[src/rtl/lb_uart_pkg.sv]
// lb_uart_pkg
//   Definitions shared by the local-bus UART receive path.
//   - rx_state_t : receive controller state encoding
//   - FRAME_BITS : bits per serial frame (start + 8 data + parity + 2 stop)
//   - *_POS/LSB  : bit positions inside the assembled 12-bit frame word,
//                  where bit 0 is the first bit received on the line
package lb_uart_pkg;

  typedef enum logic [1:0] {
    ST_IDLE  = 2'd0,
    ST_START = 2'd1,
    ST_DATA  = 2'd2,
    ST_CHECK = 2'd3
  } rx_state_t;

  localparam int FRAME_BITS = 12;

  localparam int START_POS  = 0;
  localparam int DATA_LSB   = 1;
  localparam int DATA_MSB   = DATA_LSB + 7;
  localparam int PARITY_POS = 9;
  localparam int STOP0_POS  = 10;
  localparam int STOP1_POS  = 11;

endpackage

[src/rtl/lb_sync2.sv]
// lb_sync2
//   Two-flop synchronizer for a single asynchronous input. Both flops
//   reset to 1 so an idle-high serial line shows no edge out of reset.
// Ports:
//   clk   in  1  destination clock
//   reset in  1  asynchronous, active-low reset
//   d     in  1  asynchronous input
//   q     out 1  synchronized output (two clocks of latency)
module lb_sync2 (
  input  logic clk,
  input  logic reset,
  input  logic d,
  output logic q
);

  logic meta;

  always_ff @(posedge clk or negedge reset) begin
    if (!reset) begin
      meta <= 1'b1;
      q    <= 1'b1;
    end else begin
      meta <= d;
      q    <= meta;
    end
  end

endmodule

[src/rtl/lb_rx_ctrl.sv]
// lb_rx_ctrl
//   Serial receive controller for the local-bus UART link. Detects the
//   start edge, issues mid-bit shift strobes to an external 12-bit shift
//   register, then evaluates the assembled frame (framing + even parity)
//   and hands the byte to the host with a ready/read handshake.
// Parameters:
//   CLKS_PER_BIT  clock cycles per serial bit (>= 4)
// Ports:
//   clk         in  1   system clock, rising edge
//   reset       in  1   asynchronous, active-low reset
//   rx          in  1   serial line (asynchronous, idle high)
//   shift       out 1   one-cycle strobe to the shift register
//   sample      out 1   synchronized bit value, valid while shift = 1
//   frame_in    in  12  assembled frame, bit 0 = first bit received
//   rd          in  1   host read strobe, clears rx_ready
//   rx_data     out 8   received byte
//   rx_valid    out 1   one-cycle pulse per completed frame
//   rx_ready    out 1   byte available and not yet read
//   frame_err   out 1   last frame had a bad start or stop bit
//   parity_err  out 1   last frame failed even parity
//   overrun     out 1   sticky: frame completed while rx_ready was set
module lb_rx_ctrl
  import lb_uart_pkg::*;
#(
  parameter int CLKS_PER_BIT = 434
) (
  input  logic        clk,
  input  logic        reset,
  input  logic        rx,
  output logic        shift,
  output logic        sample,
  input  logic [11:0] frame_in,
  input  logic        rd,
  output logic [7:0]  rx_data,
  output logic        rx_valid,
  output logic        rx_ready,
  output logic        frame_err,
  output logic        parity_err,
  output logic        overrun
);

  localparam int BAUD_W = $clog2(CLKS_PER_BIT);

  // shift is registered, so the terminal counts sit one cycle before the
  // cycle in which the strobe must be visible. The counter is 0 on the
  // first START cycle, which is already one cycle after the edge cycle.
  localparam logic [BAUD_W-1:0] HALF_LAST = BAUD_W'(CLKS_PER_BIT / 2 - 2);
  localparam logic [BAUD_W-1:0] BAUD_LAST = BAUD_W'(CLKS_PER_BIT - 1);
  localparam logic [3:0]        BITS_LAST = 4'(FRAME_BITS);

  logic              rx_s;
  logic              rx_s_d;
  rx_state_t         state;
  rx_state_t         state_nxt;
  logic [BAUD_W-1:0] baud_cnt;
  logic [BAUD_W-1:0] baud_nxt;
  logic [3:0]        bit_cnt;
  logic [3:0]        bit_nxt;
  logic              shift_nxt;
  logic              check;

  lb_sync2 u_sync (
    .clk   (clk),
    .reset (reset),
    .d     (rx),
    .q     (rx_s)
  );

  assign check = (state == ST_CHECK);

  // State, counters and the shift strobe are all registered together so
  // shift lines up exactly with the bit counter value it belongs to.
  always_ff @(posedge clk or negedge reset) begin
    if (!reset) begin
      state    <= ST_IDLE;
      baud_cnt <= '0;
      bit_cnt  <= '0;
      shift    <= 1'b0;
      rx_s_d   <= 1'b1;
      sample   <= 1'b1;
    end else begin
      state    <= state_nxt;
      baud_cnt <= baud_nxt;
      bit_cnt  <= bit_nxt;
      shift    <= shift_nxt;
      rx_s_d   <= rx_s;
      sample   <= rx_s;
    end
  end

  // Next-state logic. Falling edges outside IDLE are ignored because only
  // IDLE looks at rx_s_d/rx_s.
  always_comb begin
    state_nxt = state;
    baud_nxt  = baud_cnt + BAUD_W'(1);
    bit_nxt   = bit_cnt;
    shift_nxt = 1'b0;

    unique case (state)
      ST_IDLE: begin
        baud_nxt = '0;
        if (rx_s_d && !rx_s) begin
          state_nxt = ST_START;
        end
      end

      ST_START: begin
        if (baud_cnt == HALF_LAST) begin
          baud_nxt = '0;
          // Line back high at mid start bit: treat as a glitch.
          if (rx_s) begin
            state_nxt = ST_IDLE;
          end else begin
            shift_nxt = 1'b1;
            bit_nxt   = 4'd1;
            state_nxt = ST_DATA;
          end
        end
      end

      ST_DATA: begin
        // The 12th strobe is out this cycle; frame_in settles next cycle.
        if (bit_cnt == BITS_LAST) begin
          baud_nxt  = '0;
          state_nxt = ST_CHECK;
        end else if (baud_cnt == BAUD_LAST) begin
          baud_nxt  = '0;
          shift_nxt = 1'b1;
          bit_nxt   = bit_cnt + 4'd1;
        end
      end

      ST_CHECK: begin
        baud_nxt  = '0;
        bit_nxt   = '0;
        state_nxt = ST_IDLE;
      end

      default: begin
        baud_nxt  = '0;
        bit_nxt   = '0;
        state_nxt = ST_IDLE;
      end
    endcase
  end

  // Host-facing result registers. A completion in the same cycle as rd
  // keeps rx_ready set (the new byte has not been read) and is not an
  // overrun, since the previous byte is being consumed.
  always_ff @(posedge clk or negedge reset) begin
    if (!reset) begin
      rx_data    <= '0;
      rx_valid   <= 1'b0;
      rx_ready   <= 1'b0;
      frame_err  <= 1'b0;
      parity_err <= 1'b0;
      overrun    <= 1'b0;
    end else begin
      rx_valid <= check;
      if (check) begin
        rx_data    <= frame_in[DATA_MSB:DATA_LSB];
        frame_err  <= frame_in[START_POS] | ~frame_in[STOP0_POS] | ~frame_in[STOP1_POS];
        parity_err <= ^frame_in[PARITY_POS:DATA_LSB];
        rx_ready   <= 1'b1;
        if (rx_ready && !rd) begin
          overrun <= 1'b1;
        end
      end else if (rd) begin
        rx_ready <= 1'b0;
      end
    end
  end

endmodule

[config.mk]
export PLATFORM = sky130hd
export DESIGN_NAME = lb_rx_ctrl
export DESIGN_NICKNAME = d
export VERILOG_FILES = /design/src/rtl/lb_uart_pkg.sv /design/src/rtl/lb_sync2.sv /design/src/rtl/lb_rx_ctrl.sv
export SDC_FILE = /design/constraint.sdc
export NUM_CORES = 1
export LEC_CHECK = 0
export ABC_AREA = 1
export BUFFER_PORTS_ARGS = -buffer_cell sky130_fd_sc_hd__buf_4
export CORE_AREA = 2 2 62 64
export CTS_CLUSTER_DIAMETER = 60
export DETAILED_ROUTE_END_ITERATION = 8
export DIE_AREA = 0 0 64 66
export PLACE_DENSITY = 0.7
export SETUP_SLACK_MARGIN = 0.15
export SYNTH_ARGS = -nofsm -noshare
export SYNTH_HDL_FRONTEND = slang
export SYNTH_SLANG_ARGS = --single-unit
[constraint.sdc]
create_clock -name clk -period 1.65 [get_ports clk]
set_clock_uncertainty 0.15 [all_clocks]
set_input_delay 0.0825 -clock clk [delete_from_list [all_inputs] [get_ports clk]]
set_output_delay 0.0825 -clock clk [all_outputs]
set_load 0.05 [all_outputs]
==> summary.md <==
| Metric | Value |
|---|---|
| Number of nets with antenna violations after routing | `0` |
| Total setup violations reported at the end of the flow | `0` |
| Number of fillers in the final layout | `273` |
| Buffering stage count on the worst path with inverters included | `1` |
| Max IR drop VDD | `~1.1 mV` |
| Max frequency | `622 MHz` |
| Layout overhead on the synthesized area | `43.9%` |
| Drt wl/cell | `12.0 um` |
| Post-synth top area cell | `sky130_fd_sc_hd__dfrtp_1` |
| Share of post-route cells with drive strength above 1 | `0.354` |
| Number of global-route vias before repair | `approximately 1600` |
| Final hold slack | `around 0.044 ns` |
| CTS tree | `done` |
| Type of element capturing the critical path | `flop` |
| Max-slew violation total from the final report | `0` |
| Synthesized cell area | `between 1500 and 2000 um^2` |
| CTS Root Cell | `sky130_fd_sc_hd__clkbuf_4` |
| RSZ-0062 raised after global routing | `yes` |
| Placeable core region | `about 3600 um^2` |
| Sum of net half-perimeters after detailed placement | `~2300 um` |
| Routability congestion estimate | `0.865` |
| Chip height | `around 66 um` |
| Setup WS post-layout | `0.0426 ns` |
| Clock Latency Late Sink | `0.34 ns` |
| Global-route wire length before repair | `6410 um` |
| Clock Tree Buf Depth | `2` |
| Endpoint arrival time on the critical path | `roughly 1.7 ns` |
| Outcome | `completed` |
| Cell type group with the largest total delay on the critical path | `simple AND/OR/NAND/NOR gates` |
| Synth Area in Simple Gates | `0.267` |
| Clock slew at the register clock pins of the worst setup and hold paths | `between 0.1 and 0.15 ns` |
| Nature of the critical path startpoint | `flop` |
| Xor and xnor fraction of the mapped netlist area | `0.0466` |
| Max reg flops | `9` |
| Largest family of logic cells by synthesized area | `simple AND/OR/NAND/NOR gates` |
| Routed via count divided by cell count | `~4.8` |
| Flop and latch count out of synthesis | `32` |
| Overall via count from detail_route | `between 1500 and 2000` |
| Sink Count | `32` |
| Post-synth EDFFs | `0` |
| Warnings, synthesis | `0` |
| Total of max-cap violations | `0` |
| Maximum number of pins on one net before global-route repair | `33` |
| Number of buffers added by the clock tree synthesis step | `5` |
| Portion of the clock cycle consumed by the worst path in the final layout | `0.974` |
| Initial antenna violation count | `0` |
| Critical Path RT | `~1.7 ns` |
| LEAKAGE | `approximately 0.0012 uW` |
| Share of the synthesized area in compound gates (AO/OA/AOI/OAI) | `0.0843` |
| Standard-cell rows | `22` |
| Post-synthesis sequential area ratio | `0.476` |
| Syn nets | `between 200 and 250` |
| Primary flip-flop cell chosen by synthesis mapping | `sky130_fd_sc_hd__dfrtp_1` |
| Classification of the worst-slack hold path | `input port to asynchronous set/reset pin` |
| Async SR Flop Fraction | `1.00` |
| Post-synth cell types | `27` |
| Die Footprint | `roughly 4200 um^2` |
| Post-layout net count | `292` |
| Floorplan die width | `between 60 and 70 um` |
| Most common library cells after synthesis | `sky130_fd_sc_hd__nand2_1 (64), sky130_fd_sc_hd__dfrtp_1 (29), sky130_fd_sc_hd__inv_1 (25)` |
| Starting density of the core | `0.476` |
| Remaining DRCs | `0` |
| Starting DRT DRC Count | `slightly below 80` |
| Number of diodes added for antenna fixing | `0` |
| Slowest stage delay, CP | `0.44 ns` |
| Final hold violation count | `0` |
| Largest cells by area after synthesis | `sky130_fd_sc_hd__dfrtp_1 (43%), sky130_fd_sc_hd__nand2_1 (14%), sky130_fd_sc_hd__ha_1 (6.7%)` |
| Number of instances in the synthesized netlist | `roughly 200` |
| Cells along the critical path | `inv_1 -> ha_2 -> nand2_2 -> nor3_2 -> nand3_1 -> nand2_2 -> nand2_4 -> nand2_1 -> nand2_1` |
| Proportion of netlist area held by the largest area contributor | `0.429` |
| Most repeated cell in the gate-level netlist after synthesis | `sky130_fd_sc_hd__nand2_1` |
| Final Instance Count excl. Fillers | `316` |
| Max transition margin | `0.735` |
| WS Path Type | `flop to flop` |
| Mux cell area share after synthesis | `0` |
| I/O pins | `31` |
| Reg with most FFs | `baud_cnt` |
| Overall power of the completed layout | `between 3000 and 4000 uW` |
| Power density cells | `1460 nW/um^2` |
| Worst Tran Pin Value | `between 0.3 and 0.4 ns` |
| Total Wirelength | `approximately 3800 um` |
| Final worst path period need | `about 1.6 ns` |
| Adder-cell share of the synthesized area | `0.0666` |
| Setup slack at placement | `approximately 0.013 ns` |
| Crit-path slowest cell | `sky130_fd_sc_hd__dfrtp_1` |
| Syn Area/Cell | `8.37 um^2` |
| Drt pass-1 iters | `5` |
| Biggest registers after layout | `baud_cnt (9), rx_data (8), bit_cnt (4)` |
| All-layer global routing usage | `0.197` |
| Biggest fanout along the worst timing path | `5` |
| Number of port buffers | `30` |
| Global route total overflow | `0` |
| H-tree depth | `2` |
| Cell count after placement | `approximately 280` |
==> cells in the final DEF, fill, tap and decap left out, types with 3 or more instances in the layout <==
| master | netlist | layout |
|---|---|---|
| sky130_fd_sc_hd__clkbuf_4 | 0 | 5 |
| sky130_fd_sc_hd__inv_1 | 25 | 25 |
| sky130_fd_sc_hd__ha_2 | 0 | 3 |
| sky130_fd_sc_hd__nand2_4 | 1 | 5 |
| sky130_fd_sc_hd__nand3_1 | 13 | 13 |
| sky130_fd_sc_hd__nor2_1 | 8 | 7 |
| sky130_fd_sc_hd__dfrtp_1 | 29 | 28 |
| sky130_fd_sc_hd__buf_4 | 0 | 42 |
| sky130_fd_sc_hd__dlygate4sd3_1 | 0 | 14 |
| sky130_fd_sc_hd__dfstp_2 | 3 | 3 |
| sky130_fd_sc_hd__xor2_1 | 6 | 6 |
| sky130_fd_sc_hd__nand2_2 | 4 | 9 |
| sky130_fd_sc_hd__o21ai_1 | 2 | 3 |
| sky130_fd_sc_hd__a21oi_2 | 0 | 10 |
| sky130_fd_sc_hd__ha_1 | 9 | 4 |
| sky130_fd_sc_hd__nand2_1 | 64 | 57 |
| sky130_fd_sc_hd__nor3_2 | 3 | 5 |
| sky130_fd_sc_hd__xnor2_1 | 3 | 3 |
| sky130_fd_sc_hd__o21ai_0 | 8 | 7 |
==> timing repair <==
item / 4_1_cts / 5_1_grt
cloned: 2 / 0
setup buffers: 5 / 5
pin swaps: 4 / 4
endpoints found under the setup margin: 15 / 27
hold endpoints to repair: 44 / 0
gates resized for setup: 16 / 24
hold buffers: 14 / 0
==> final timing paths <==
path | to | cells past startpoint | slack, ns | startpoint
min in group clk | parity_err | 7 | 0.10 | frame_in[9]
setup / recovery | bit_cnt[0] | 9 | 0.04 | baud_cnt[1]
max in group asynchronous | u_sync.meta | 2 | 0.97 | reset
setup reg to reg | bit_cnt[0] | 9 | 0.04 | baud_cnt[1]
hold reg to reg | u_sync.q | 0 | 0.21 | u_sync.meta
hold / removal | baud_cnt[7] | 2 | 0.04 | reset
==> final cells by class <==
type                       count  area (um^2)  area share
multi-input combinational    145          936       0.384
sequential                    32          806       0.331
timing repair buffer          57          467       0.192
inverter                      26         97.6      0.0401
clock buffer                   8         68.8      0.0283
tap                           48         60.1      0.0247
==> per-stage QoR <==
step / instance area [um^2] / utilization / TNS [ns]
after floorplan: 1690 / - / 0
after global placement: 2000 / 0.562 / 0
after detailed placement: 2000 / 0.562 / 0
after CTS: 2310 / 0.650 / 0
after global routing: 2430 / 0.686 / -0.177
final: 2430 / 0.686 / 0
==> cells by family (layout without fill, tap and decap cells) <==
kind of cell	Yosys count	after routing
flip-flops	32	32
AND/OR/NAND/NOR	101	103
adder cells (fa/ha/maj)	9	9
AO/OA/AOI/OAI	24	24
buffers and inverters	27	91
XOR/XNOR	9	9
==> report_power, final <==
part	internal, uW	total [uW]	switching, uW
sequential	1000	1150	155
clock	251	523	273
combinational	694	1890	1190
total	1950	3560	1620
==> metal layers <==
layer	GRT usage	wire, um	vias up
li1	-	-	766
met4	0.109	111	0
met5	0	0	-
met1	0.221	1650	709
met2	0.346	1910	31
met3	0.0443	125	11
No activity file was read; power rests on OpenSTA's default activity.
